==> config.mk <==
export PLATFORM = sky130hd
export DESIGN_NAME = esp_req_sched_flat
export DESIGN_NICKNAME = d
export VERILOG_FILES = /design/src/rtl/esp_pkg.sv /design/src/rtl/esp_req_sched_if.sv /design/src/rtl/sync_rise.sv /design/src/rtl/esp_req_sched.sv /design/src/flat_wrapper.sv
export SDC_FILE = /design/constraint.sdc
export NUM_CORES = 1
export LEC_CHECK = 0
export ABC_AREA = 1
export CAP_MARGIN = 15
export CELL_PAD_IN_SITES_DETAIL_PLACEMENT = 0
export CELL_PAD_IN_SITES_GLOBAL_PLACEMENT = 1
export CORE_MARGIN = 2
export CORE_UTILIZATION = 42
export DETAILED_ROUTE_END_ITERATION = 6
export GPL_ROUTABILITY_DRIVEN = 0
export GPL_TIMING_DRIVEN = 0
export PLACE_DENSITY_LB_ADDON = 0.1
export REMOVE_ABC_BUFFERS = 1
export SLEW_MARGIN = 15
export SYNTH_ARGS = -nofsm -noshare
export SYNTH_HDL_FRONTEND = slang
export SYNTH_SLANG_ARGS = --single-unit
==> constraint.sdc <==
create_clock -name clk -period 2.15 [get_ports clk]
set_input_delay 0.645 -clock clk [delete_from_list [all_inputs] [get_ports clk]]
set_output_delay 0.645 -clock clk [all_outputs]
set_load 0.03 [all_outputs]
==> src/rtl/esp_pkg.sv <==
// esp_pkg: shared definitions for the ESP request scheduler.
//   - ESP_S transaction codes driven on the ESP_S pins
//   - scheduler state encoding (plain constants for legacy tools)
//   - requester source type
package esp_pkg;

  typedef logic [2:0] esp_code_t;

  localparam esp_code_t ESP_TRS_IO_IN  = 3'd0;
  localparam esp_code_t ESP_TRS_IO_OUT = 3'd1;
  localparam esp_code_t ESP_FREHD_IN   = 3'd2;
  localparam esp_code_t ESP_FREHD_OUT  = 3'd3;
  localparam esp_code_t ESP_PRN_RD     = 3'd4;
  localparam esp_code_t ESP_PRN_WR     = 3'd5;
  localparam esp_code_t ESP_XRAY       = 3'd6;

  localparam logic [1:0] ST_IDLE      = 2'd0;
  localparam logic [1:0] ST_REQ       = 2'd1;
  localparam logic [1:0] ST_WAIT_DONE = 2'd2;

  typedef enum logic {
    SRC_BUS  = 1'b0,
    SRC_XRAY = 1'b1
  } src_e;

endpackage

==> src/rtl/esp_req_sched_if.sv <==
// esp_req_sched_if: requester and ESP pin signals of the ESP request scheduler.
//   bus_req/bus_code : Z80 I/O request pulse and its ESP_S code
//   wait_o           : Z80 WAIT, active high
//   xray_req/ack     : XRAY debugger request level and completion pulse
//   esp_req/esp_s    : ESP_REQ and ESP_S pins
//   esp_done         : raw asynchronous ESP_DONE pin
// Modport slave is the scheduler side; master is the surrounding system.
interface esp_req_sched_if;
  import esp_pkg::*;

  logic      bus_req;
  esp_code_t bus_code;
  logic      wait_o;
  logic      xray_req;
  logic      xray_ack;
  logic      esp_req;
  esp_code_t esp_s;
  logic      esp_done;

  modport slave (
    input  bus_req, bus_code, xray_req, esp_done,
    output wait_o, xray_ack, esp_req, esp_s
  );

  modport master (
    output bus_req, bus_code, xray_req, esp_done,
    input  wait_o, xray_ack, esp_req, esp_s
  );

endinterface

==> src/rtl/sync_rise.sv <==
// sync_rise: two-flop synchroniser for an asynchronous input followed by a
// registered rising-edge detector.
//   clk  : sampling clock
//   srst : synchronous active-high reset, clears all flops
//   d    : asynchronous input
//   rise : one-cycle pulse, high 3 cycles after d first samples high
module sync_rise (
  input  logic clk,
  input  logic srst,
  input  logic d,
  output logic rise
);

  // sh[0], sh[1] form the synchroniser; sh[2] is the previous synchronised level.
  logic [2:0] sh;

  always_ff @(posedge clk) begin
    if (srst) begin
      sh   <= '0;
      rise <= 1'b0;
    end else begin
      sh   <= {sh[1:0], d};
      rise <= sh[1] & ~sh[2];
    end
  end

endmodule

==> src/rtl/esp_req_sched.sv <==
// esp_req_sched: sequences every transaction to the ESP co-processor.
// Arbitrates Z80 bus requests (priority) against XRAY debugger requests,
// pulses ESP_REQ for REQ_PULSE cycles, then waits for ESP_DONE or a
// TIMEOUT-cycle watchdog. Holds Z80 WAIT for bus transactions.
//   clk, srst   : clock and synchronous active-high reset
//   esp         : requester / ESP pin interface (slave side)
//   busy        : high whenever a transaction is in progress
//   timeout_err : sticky, a transaction was released by the watchdog
//   overrun_err : sticky, a bus request arrived while busy and was dropped
//   err_clr     : clears both sticky flags, wins over a same-cycle set
module esp_req_sched
  import esp_pkg::*;
#(
  parameter int REQ_PULSE = 50,
  parameter int TIMEOUT   = 1048576,
  parameter int CNT_W     = 24
) (
  input  logic             clk,
  input  logic             srst,
  esp_req_sched_if.slave   esp,
  output logic             busy,
  output logic             timeout_err,
  output logic             overrun_err,
  input  logic             err_clr
);

  localparam logic [CNT_W-1:0] REQ_LOAD = CNT_W'(REQ_PULSE - 1);
  localparam logic [CNT_W-1:0] TO_LAST  = CNT_W'(TIMEOUT - 1);

  logic [1:0]       state;
  logic [CNT_W-1:0] cnt;
  esp_code_t        code;
  src_e             src;
  logic             done_seen;
  logic             done_rise;
  logic             xray_ack_q;
  logic             done_hit;
  logic             timeout_hit;
  logic             overrun_hit;

  sync_rise u_done_sync (
    .clk  (clk),
    .srst (srst),
    .d    (esp.esp_done),
    .rise (done_rise)
  );

  assign done_hit    = (state == ST_WAIT_DONE) && (done_rise || done_seen);
  assign timeout_hit = (state == ST_WAIT_DONE) && !(done_rise || done_seen) && (cnt == TO_LAST);
  assign overrun_hit = (state != ST_IDLE) && esp.bus_req;

  // An XRAY request seen in the same cycle as its own ack is the requester's
  // stale level, so it is not taken as a new transaction.
  always_ff @(posedge clk) begin
    if (srst) begin
      state       <= ST_IDLE;
      cnt         <= '0;
      code        <= '0;
      src         <= SRC_BUS;
      done_seen   <= 1'b0;
      xray_ack_q  <= 1'b0;
      timeout_err <= 1'b0;
      overrun_err <= 1'b0;
    end else begin
      xray_ack_q <= 1'b0;
      case (state)
        ST_IDLE: begin
          if (esp.bus_req) begin
            code      <= esp.bus_code;
            src       <= SRC_BUS;
            state     <= ST_REQ;
            cnt       <= REQ_LOAD;
            done_seen <= 1'b0;
          end else if (esp.xray_req && !xray_ack_q) begin
            code      <= ESP_XRAY;
            src       <= SRC_XRAY;
            state     <= ST_REQ;
            cnt       <= REQ_LOAD;
            done_seen <= 1'b0;
          end
        end
        ST_REQ: begin
          if (done_rise) begin
            done_seen <= 1'b1;
          end
          if (cnt == '0) begin
            state <= ST_WAIT_DONE;
          end else begin
            cnt <= cnt - 1'b1;
          end
        end
        ST_WAIT_DONE: begin
          if (done_hit || timeout_hit) begin
            state      <= ST_IDLE;
            cnt        <= '0;
            xray_ack_q <= (src == SRC_XRAY);
          end else begin
            cnt <= cnt + 1'b1;
          end
        end
        default: begin
          state <= ST_IDLE;
        end
      endcase

      if (err_clr) begin
        timeout_err <= 1'b0;
        overrun_err <= 1'b0;
      end else begin
        if (timeout_hit) begin
          timeout_err <= 1'b1;
        end
        if (overrun_hit) begin
          overrun_err <= 1'b1;
        end
      end
    end
  end

  assign busy         = (state != ST_IDLE);
  assign esp.esp_req  = (state == ST_REQ);
  assign esp.esp_s    = busy ? code : 3'd0;
  assign esp.wait_o   = busy && (src == SRC_BUS);
  assign esp.xray_ack = xray_ack_q;

endmodule

==> src/flat_wrapper.sv <==
// flat-port wrapper written by rule: the top's interface ports become plain ports
module esp_req_sched_flat import esp_pkg::*;
#(
  parameter int REQ_PULSE = 50,
  parameter int TIMEOUT   = 1048576,
  parameter int CNT_W     = 24
)
  (clk, srst, busy, timeout_err, overrun_err, err_clr, esp_bus_req, esp_bus_code, esp_xray_req, esp_esp_done, esp_wait_o, esp_xray_ack, esp_esp_req, esp_esp_s);
  esp_req_sched_if esp_i ();
  input  logic clk;
  input  logic srst;
  output logic busy;
  output logic timeout_err;
  output logic overrun_err;
  input  logic err_clr;
  input wire logic [$bits(esp_i.bus_req)-1:0] esp_bus_req;
  input wire logic [$bits(esp_i.bus_code)-1:0] esp_bus_code;
  input wire logic [$bits(esp_i.xray_req)-1:0] esp_xray_req;
  input wire logic [$bits(esp_i.esp_done)-1:0] esp_esp_done;
  output wire logic [$bits(esp_i.wait_o)-1:0] esp_wait_o;
  output wire logic [$bits(esp_i.xray_ack)-1:0] esp_xray_ack;
  output wire logic [$bits(esp_i.esp_req)-1:0] esp_esp_req;
  output wire logic [$bits(esp_i.esp_s)-1:0] esp_esp_s;
  assign esp_i.bus_req = esp_bus_req;
  assign esp_i.bus_code = esp_bus_code;
  assign esp_i.xray_req = esp_xray_req;
  assign esp_i.esp_done = esp_esp_done;
  assign esp_wait_o = esp_i.wait_o;
  assign esp_xray_ack = esp_i.xray_ack;
  assign esp_esp_req = esp_i.esp_req;
  assign esp_esp_s = esp_i.esp_s;
  esp_req_sched #(.REQ_PULSE(REQ_PULSE), .TIMEOUT(TIMEOUT), .CNT_W(CNT_W)) u_core (.clk(clk), .srst(srst), .esp(esp_i), .busy(busy), .timeout_err(timeout_err), .overrun_err(overrun_err), .err_clr(err_clr));
endmodule
# After elaboration in Yosys (flattened, before gate mapping)
# Cells that the tools add are included.
# op_classes
add_sub_neg	2
n_eq_ne	8
mux	19
bitwise_logic	5
n_reduce_logical	22
# op_table
cell	count
$mux 24	4
$pmux 24 s3	1
$add 24x1->24 const B	1
$eq 24x20->1 const B	1
$logic_not 24->1	1
$sub 24x1->24 const B	1
$mux 3	3
$reduce_and 3->1	3
$mux 2	4
$logic_and 1x1->1	6
$pmux 2 s3	1
$reduce_bool 2->1	3
$mux 1	5
$ne 2x1->1 const B	2
$ne 2x2->1 const B	2
$not 1->1	4
$ne 3x2->1 const B	1
$reduce_bool 3->1	1
$reduce_or 3->1	1
$eq 2x1->1 const B	1
$eq 2x2->1 const B	1
$logic_not 1->1	2
$logic_not 2->1	1
$logic_or 1x1->1	2
other kinds (4)	4
# word_totals
ff_bits	38
in_bits	9
output_inout_bits	9
word_cells	66

# Depth between registers and ports, before layout
# Gate-level depths: netlist (run 1).
# depth
depth_word	7
mapped_depth	12
depth_no_buf	12

# Hierarchy
# A second synthesis (run 1) with hierarchy kept.
# unflattened
hier_cells	502
area_unflattened_um2	3030.4
# by_module_without_submodules
mod	instances	cells_per_inst	area_per_inst_um2
esp_req_sched	1	490	2915.3
sync_rise	1	12	115.1

# Least setup slack after synthesis (run 1)
# OpenSTA, ideal clock, no wires.
# synth_timing
kind	register -> register
startpoint	register u_core.state[1]
endpoint	register u_core.cnt[8]
setup_ps	70
arrival_time_ps	1758
required_ps	2080
path_slack_ps	322
stages_incl_launch_ff	10
synth_period_minus_slack_ps	1828
cell_sequence	dfxtp_1 > inv_1 > ha_1 > clkinv_1 > nand3_1 > nand3_4 > nor2_4 > buf_4 > nand2_1 > a21oi_1
# synth_between
word_cells_on_any_way	13
# synth_lines
item	line	text
start: declaration	esp_req_sched.sv:30	logic [1:0] state;
start signal: assignment	esp_req_sched.sv:56	state <= ST_IDLE;
start signal: assignment	esp_req_sched.sv:71	state <= ST_REQ;
start signal: assignment	esp_req_sched.sv:77	state <= ST_REQ;
$eq 2x1->1 (*)	n/a	
net esp_esp_req	flat_wrapper.sv:22	output wire logic [$bits(esp_i.esp_req)-1:0] esp_esp_req;
$ne 2x2->1 (no line) or $reduce_bool 3->1 (tied branches)	n/a	
$reduce_and 3->1 (no line)	n/a	
end signal: assignment	esp_req_sched.sv:89	cnt <= cnt - 1'b1;
end signal: assignment	esp_req_sched.sv:98	cnt <= cnt + 1'b1;
end: declaration	esp_req_sched.sv:31	logic [CNT_W-1:0] cnt;
# Mark *: on every way through the listed nets, which the timed path passes. The rest lies on a longest branch.
# A chain may end at the register's enable or synchronous reset.

# Final worst setup path (run 1)
# layout_timing
startpoint	register u_core.state[0]
endpoint	output port esp_wait_o
# layout_between
elab_chain_cells	2
# layout_lines
item	line	text
$reduce_bool 2->1	esp_req_sched.sv:120	assign busy = (state != ST_IDLE);
$logic_and 1x1->1	esp_req_sched.sv:123	assign esp.wait_o = busy && (src == SRC_BUS);
end: declaration	flat_wrapper.sv:20	output wire logic [$bits(esp_i.wait_o)-1:0] esp_wait_o;
# Every way passes these cells.

==> metrics.yaml, run 1 <==
reg2reg_depth: 12
crit_family: "buffers and inverters"
first_global_vias: 3019
slew_viol_final: 0
power.density_nw_per_um2: 1323
ys_seq_elements: 38
rsz0062_at_grt: "true"
cts_sinks: 38
status: "completed"
io_buffer_count: 17
ant_nets: 0
cap_viol_max_count: 0
cts_tree: "built"
clk_latency_ns: 0.30
hold_class: "reg -> reg"
setup.worst_path.class: "reg -> out"
overflow: 0
design_area_um2: 3567
dp_slack_ns: -1.481
initial_core_util_pct: 42.96
route.detailed.drc: 0
die_w_um: 89.90
antenna_cells: 0
cts.htree.levels: 2
via_count: 3266
dieHeight_um: 89.90
numCtsBuffers: 5
wl_per_cell_um: 15.27
fin_skew_ns: 0.007606
drt_iter0_drc: 194
synthCells: 515
drt_wl_total_um: 9710
slew_headroom_pct: 56.37
drive_gt1_share_pct: 13.78
core.rowCount: 31
worst_slack_ns: 0.07844
ctsRootBufferMaster: "clkbuf_8"
final_cells: 636
routed_via_density: 5.135
max_freq_mhz: 482.7
syn2layout_area_growth_pct: 15.10
cp_data_arrival_time_ns: 1.43
max_slew.worst_pin.slew_ns: 0.6544
core_area_um2: 7214
synthArstFlopShare_pct: 0
netlist_area_um2: 3099
hold_buffers: 0
grt_max_degree: 32
critPathMaxFanout: 9
max_stage_delay_ns: 0.39
place_hpwl_um: 6567
dpl_cell_area_um2: 3241
io_pins: 18
grtUsageTotal_pct: 24.61
fin_crit_ns: 2.072
seq_area_frac_synth_pct: 24.55
cts_buffer_depth: 2
worstPathCellList: "inv_1 > ha_4 > nor2_1 > clkdlybuf4s15_2"
worstSetupEndpointType: "output pin"
crit_required_ns: 1.50
grt_pass1_wl_um: 15770
start_kind: "flip-flop"
ys_warn_count: 0
setup-tns-final_ns: 0
path_depth: 4
place_inst: 611
synth_cell_type_count: 37
grt_antenna_before_repair: 0
leakage_nw: 1.493
synth_edf_count: 0
clk_pin_slew_worst_paths_ns: 0.09
synthFlopType: "dfxtp_1"
finalNetCount: 551
hold_viol: 0
post-route-period-util_pct: 96.35
dr.pass1.iters: 4
cp_slowest_cell: "dfxtp_1"
crit_buf_inv: 2
setup_viol_count_final: 0
fp.dieArea_um2: 8082
hold_depth: 1
ir_drop_uv: 862.9
synth_area_per_cell_um2: 6.018
per-layer routing:
| layer | GRT usage (%) | wire length (µm) | vias up |
|---|---|---|---|
| met1 | 33.94 | 4692 | 1486 |
| met5 | 0 | 0 | - |
| met4 | 7.564 | 110 | 0 |
| met2 | 39.90 | 4462 | 79 |
| li1 | - | - | 1693 |
| met3 | 3.604 | 445 | 8 |
state kept, by name, indices dropped and copies added, names as in the netlist:
register	flops
u_core.cnt	24
u_core.code	3
u_core.u_done_sync.sh	3
u_core.state	2
u_core.done_seen	1
u_core.esp.xray_ack	1
u_core.overrun_err	1
u_core.src	1
u_core.timeout_err	1
u_core.u_done_sync.rise	1
cell type report:
class                      instances  area (µm²)
fill                             803        3647
multi-input combinational        404        2069
sequential                        38       765.7
timing repair buffer              32       285.3
inverter                          55       212.7
tap                               99       123.9
clock buffer                       6       72.57
clock inverter                     2       37.54
power by group:
part	switching, W	leakage, nW	internal [W]
clock	0.000295	0.0514	0.000347
combinational	0.00202	1.13	0.00105
sequential	0.000186	0.310	0.000830
total	0.00250	1.49	0.00222
layout by cell type, fill, tap and decap left out, types with 3 or more instances in the layout:
| master | count |
|---|---|
| ha_4 | 3 |
| nor3_1 | 4 |
| clkdlybuf4s15_2 | 4 |
| clkdlybuf4s50_1 | 10 |
| nand4_1 | 6 |
| nor2_4 | 7 |
| o21ai_0 | 28 |
| or2_2 | 3 |
| a21oi_1 | 36 |
| inv_1 | 52 |
| nand2_2 | 5 |
| nand3_1 | 55 |
| nor2_2 | 8 |
| dfxtp_1 | 36 |
| nor2_1 | 74 |
| nand2_1 | 139 |
| nand3_2 | 4 |
| clkbuf_8 | 5 |
| buf_4 | 14 |
| xor2_1 | 12 |
worst reg2reg max path, cell delays in order, from the launching register on:
cell and delay (ns):
dfxtp_4 0.42, ha_4 0.20, nand2_1 0.10, nor2_4 0.20, nand2_4 0.09, nor2_8 0.14, nand2_4 0.08, nand2_8 0.10
clkinvlp_4 0.23, nand3_2 0.13, nand2_1 0.05, nand2_1 0.05, a21oi_1 0.07
path summary, 6_finish.rpt:
check                                         startpoint                       to  slack, ns
worst max-delay path                     u_core.state[0]               esp_wait_o       0.08
worst min-delay path            u_core.u_done_sync.sh[2]  u_core.u_done_sync.rise       0.39
worst max register to register             u_core.cnt[0]           u_core.cnt[20]       0.14
worst min register to register  u_core.u_done_sync.sh[2]  u_core.u_done_sync.rise       0.39
kinds of logic after synthesis:
family,count (synthesis),share of synthesized area [%]
XOR/XNOR,13,3.674
adder cells (fa/ha/maj),6,2.422
AO/OA/AOI/OAI,70,11.75
flip-flops,38,24.55
buffers and inverters,75,11.42
AND/OR/NAND/NOR,313,46.19
repair_timing:
item	CTS	global route
resized for setup	29	9
pin swaps	3	3
buffers inserted	4	11
hold endpoints to repair	0	0
gates cloned	2	0
setup endpoints to repair	32	30
Yosys cell counts, types with 3 or more instances:
| cell | instances | share of area (%) |
|---|---|---|
| nor2_4 | 6 | 2.2 |
| clkbuf_1 | 5 | 0.61 |
| dfxtp_1 | 38 | 25 |
| nor2_1 | 74 | 9.0 |
| o21ai_0 | 28 | 4.5 |
| a21oi_1 | 36 | 5.8 |
| nand2_4 | 3 | 1.1 |
| nand2_1 | 139 | 17 |
| nand2_2 | 5 | 1.0 |
| buf_6 | 5 | 1.8 |
| nand4_1 | 6 | 1.2 |
| inv_1 | 53 | 6.4 |
| nor3_1 | 5 | 0.81 |
| xor2_1 | 12 | 3.4 |
| nand3_1 | 57 | 9.2 |
| buf_2 | 6 | 0.97 |
| buf_4 | 3 | 0.73 |
| or2_2 | 3 | 0.61 |
| ha_1 | 6 | 2.4 |
| nor2_2 | 8 | 1.6 |
per-stage QoR:
| stage | total power, W | hold WS [ns] | util [%] |
|---|---|---|---|
| after floorplan | 0.002797 | 0.3728 | - |
| after global placement | 0.003541 | 0.3780 | 44.99 |
| after detailed placement | 0.003560 | 0.3794 | 44.92 |
| after CTS | 0.004547 | 0.3920 | 48.16 |
| after global routing | 0.005128 | 0.4089 | 49.45 |
| final | 0.004719 | 0.3899 | 49.45 |
Power figures use the tool's default switching activity.
==> run 2, diff against run 1 <==
- ABC_CLOCK_PERIOD_IN_PS: unset -> 1800
- CORE_UTILIZATION: 42 -> 38
- clock period: 2.15 -> 1.8 ns (I/O delays scaled with it)
==> run 2 against run 1 <==
  * Setup slack worse by 0.0079 ns
  * Combinational power up 37%
  * Utilization up 0.27 points
  * Final cell count up 1.9%
  * Clock skew up 0.0086 ns
  * Count of clock-buffer cells in the layout unchanged
  * Power up 31%
  * Hold slack better by 0.0031 ns
  * Largest cell class unchanged
==> metrics.yaml, run 2 (synthesized netlist as in run 1, its figures left out) <==
route.detailed.drc: 0  # unchanged
wl_per_cell_um: 15.43  # was 15.27 µm
post-route-period-util_pct: 96.08
largest_reg_flops: 24  # unchanged
antenna_cells: 0  # unchanged
cellInternalPower_w: 0.003003  # was 0.002222 W
max_slew.worst_pin.slew_ns: 0.7030  # was 0.6544 ns
syn2layout_area_growth_pct: 25.23  # was 15.10%
io_buffer_count: 17  # unchanged
hold_buffers: 0  # unchanged
design_area_um2: 3881  # was 3567 µm²
ctsRootBufferMaster: "clkbuf_8"  # unchanged
ir_drop_uv: 995.2  # was 862.9 µV
slew_headroom_pct: 53.14  # was 56.37%
drive_gt1_share_pct: 24.91  # was 13.78%
rsz0062_at_grt: "true"  # unchanged
cp_data_arrival_time_ns: 1.94  # was 1.43 ns
die_w_um: 94.31  # was 89.90 µm
cts_tree: "built"  # unchanged
routed_via_density: 5.105  # was 5.135
max_freq_mhz: 578.2
setup.worst_path.class: "in -> reg"  # was reg -> out
crit_required_ns: 2.01  # was 1.50 ns
largest_register: "u_core.cnt"  # unchanged
cts_sinks: 38  # unchanged
grt_max_degree: 32  # unchanged
grt_antenna_before_repair: 0  # unchanged
drt_iter0_drc: 185  # was 194
dpl_cell_area_um2: 3244  # was 3241 µm²
critPathMaxFanout: 6  # was 9
p_seq_share_pct: 20.0  # was 21.5%
overflow: 0  # unchanged
core_area_um2: 7807  # was 7214 µm²
cp_slowest_cell: "clkdlybuf4s50_1"  # was dfxtp_1
layout_common_cells: "135 x nand2_1, 68 x nor2_1, 46 x inv_1, 46 x nand3_1, 32 x a21oi_1"  # was 139 x nand2_1, 74 x nor2_1, 55 x nand3_1
worstPathCellList: "clkdlybuf4s50_1 > inv_1 > nand3_4 > nand3_4 > nor2_4 > buf_6 > nand2_1 > a21oi_1"  # was inv_1 > ha_4 > nor2_1 > clkdlybuf4s15_2
core.rowCount: 32  # was 31
grtUsageTotal_pct: 24.07  # was 24.61%
p_sw_share_pct: 51.39  # was 52.93%
max_stage_delay_ns: 0.51  # was 0.39 ns
hold_class: "reg -> reg"  # unchanged
dp_slack_ns: -1.855  # was -1.481 ns
place_hpwl_um: 6539  # was 6567 µm
numCtsBuffers: 5  # unchanged
worstSetupEndpointType: "flip-flop"  # was output pin
reg.largest.list: "u_core.cnt (24), u_core.code (3), u_core.u_done_sync.sh (3)"  # unchanged
crit_top_cell: "nand3_4"
status: "completed"  # unchanged
start_kind: "input port"  # was flip-flop
dr.pass1.iters: 5  # was 4
final_common_cell: "nand2_1"  # unchanged
slew_viol_final: 0  # unchanged
clk_pin_slew_worst_paths_ns: 0.08  # was 0.09 ns
hold_viol: 0  # unchanged
first_global_vias: 3198  # was 3,019
dieHeight_um: 94.31  # was 89.90 µm
setup_viol_count_final: 0  # unchanged
clk_latency_ns: 0.30  # about the same
finalNetCount: 561  # was 551
fp.dieArea_um2: 8894  # was 8082 µm²
power.density_nw_per_um2: 1592  # was 1323 nW/µm²
leakage_nw: 1.594  # was 1.493 nW
worst_slack_ns: 0.07050  # was 0.07844 ns
ant_nets: 0  # unchanged
initial_core_util_pct: 39.70  # was 42.96%
utilization_pct: 49.71  # was 49.45%
p_switching_w: 0.003175  # was 0.002498 W
via_count: 3308  # was 3,266
cap_viol_max_count: 0  # unchanged
io_pins: 18  # unchanged
clkPwrFrac_pct: 12.4  # was 13.6%
grt_pass1_wl_um: 16360  # was 15,770 µm
cts.htree.levels: 2  # unchanged
fin_skew_ns: 0.01619  # was 0.007606 ns
power_frac_comb_pct: 67.6  # was 64.9%
fin_crit_ns: 1.730
cts_buffer_depth: 2  # unchanged
drt_wl_total_um: 9998  # was 9710 µm
==> run 2: changes by cell type in the layout (fill, tap and decap cells not counted), sizes merged <==
cell,change
inv,-3
clkdlybuf4s15,-4
clkdlybuf4s50,-3
buf,+15
dlygate4sd2,+3
clkinv,+1
clkinvlp,+1
clkbuf,-1
==> run 2: area by class of cell <==
| cell class | instances | area, µm² |
|---|---|---|
| Multi-Input combinational cell | 404 | 2232 |
| Inverter | 55 | 225.2 |
| Clock buffer | 6 | 82.58 |
| Clock inverter | 1 | 30.03 |
| Timing Repair Buffer | 42 | 375.4 |
| Tap cell | 102 | 127.6 |
| Sequential cell | 38 | 808.3 |
| Fill cell | 824 | 3926 |
==> run 2: worst max-delay path: cells and delay by family <==
family	cells	cell delay, ns
AND/OR/NAND/NOR	4	0.51
buffers and inverters	3	0.74
AO/OA/AOI/OAI	1	0.13
==> run 2: power by group through the flow <==
stage | combinational, W | sequential [W] | clock (W)
4_1_cts | 0.00373 | 0.00120 | 0.000786
3_3_place_gp | 0.00305 | 0.00120 | 0
2_1_floorplan | 0.00220 | 0.00114 | 0
3_5_place_dp | 0.00304 | 0.00120 | 0
5_1_grt | 0.00461 | 0.00126 | 0.000819
6_report | 0.00418 | 0.00124 | 0.000765
==> run 2: worst paths after layout <==
path / slack (ns) / cells after the start / end / startpoint
max: 0.07 / 8 / u_core.cnt[8] / esp_bus_req
min: 0.39 / 1 / u_core.u_done_sync.rise / u_core.u_done_sync.sh[2]
max reg2reg: 0.08 / 13 / u_core.cnt[22] / u_core.cnt[0]
min reg2reg: 0.39 / 1 / u_core.u_done_sync.rise / u_core.u_done_sync.sh[2]
==> run 2: per-stage QoR <==
stage | setup TNS, ns | std cells | hold slack, ns | power [W]
2_1_floorplan | -15.61 | 495 | 0.3728 | 0.003341
3_3_place_gp | -53.55 | 614 | 0.3831 | 0.004249
3_5_place_dp | -46.16 | 614 | 0.3880 | 0.004244
4_1_cts | -0.1737 | 641 | 0.3995 | 0.005717
5_1_grt | -0.07402 | 648 | 0.4150 | 0.006689
6_report | 0 | 648 | 0.3930 | 0.006178
==> run 2: routing by layer <==
metal  vias to the layer above  wire length, µm  part of all wire, %  track usage (%)
met3                        15              507                  5.1            4.494
met4                         0              179                  1.8            7.246
met2                        62             4575                   46            39.11
li1                       1714                -                    -                -
met1                      1517             4735                   47            32.44
met5                         -                0                    0                0
==> run 2: timing repair <==
| action | CTS | global route |
|---|---|---|
| cloned | 2 | 0 |
| gates resized for setup | 70 | 65 |
| endpoints found under the setup margin | 36 | 31 |
| buffers inserted | 18 | 7 |
| pin swaps | 5 | 13 |
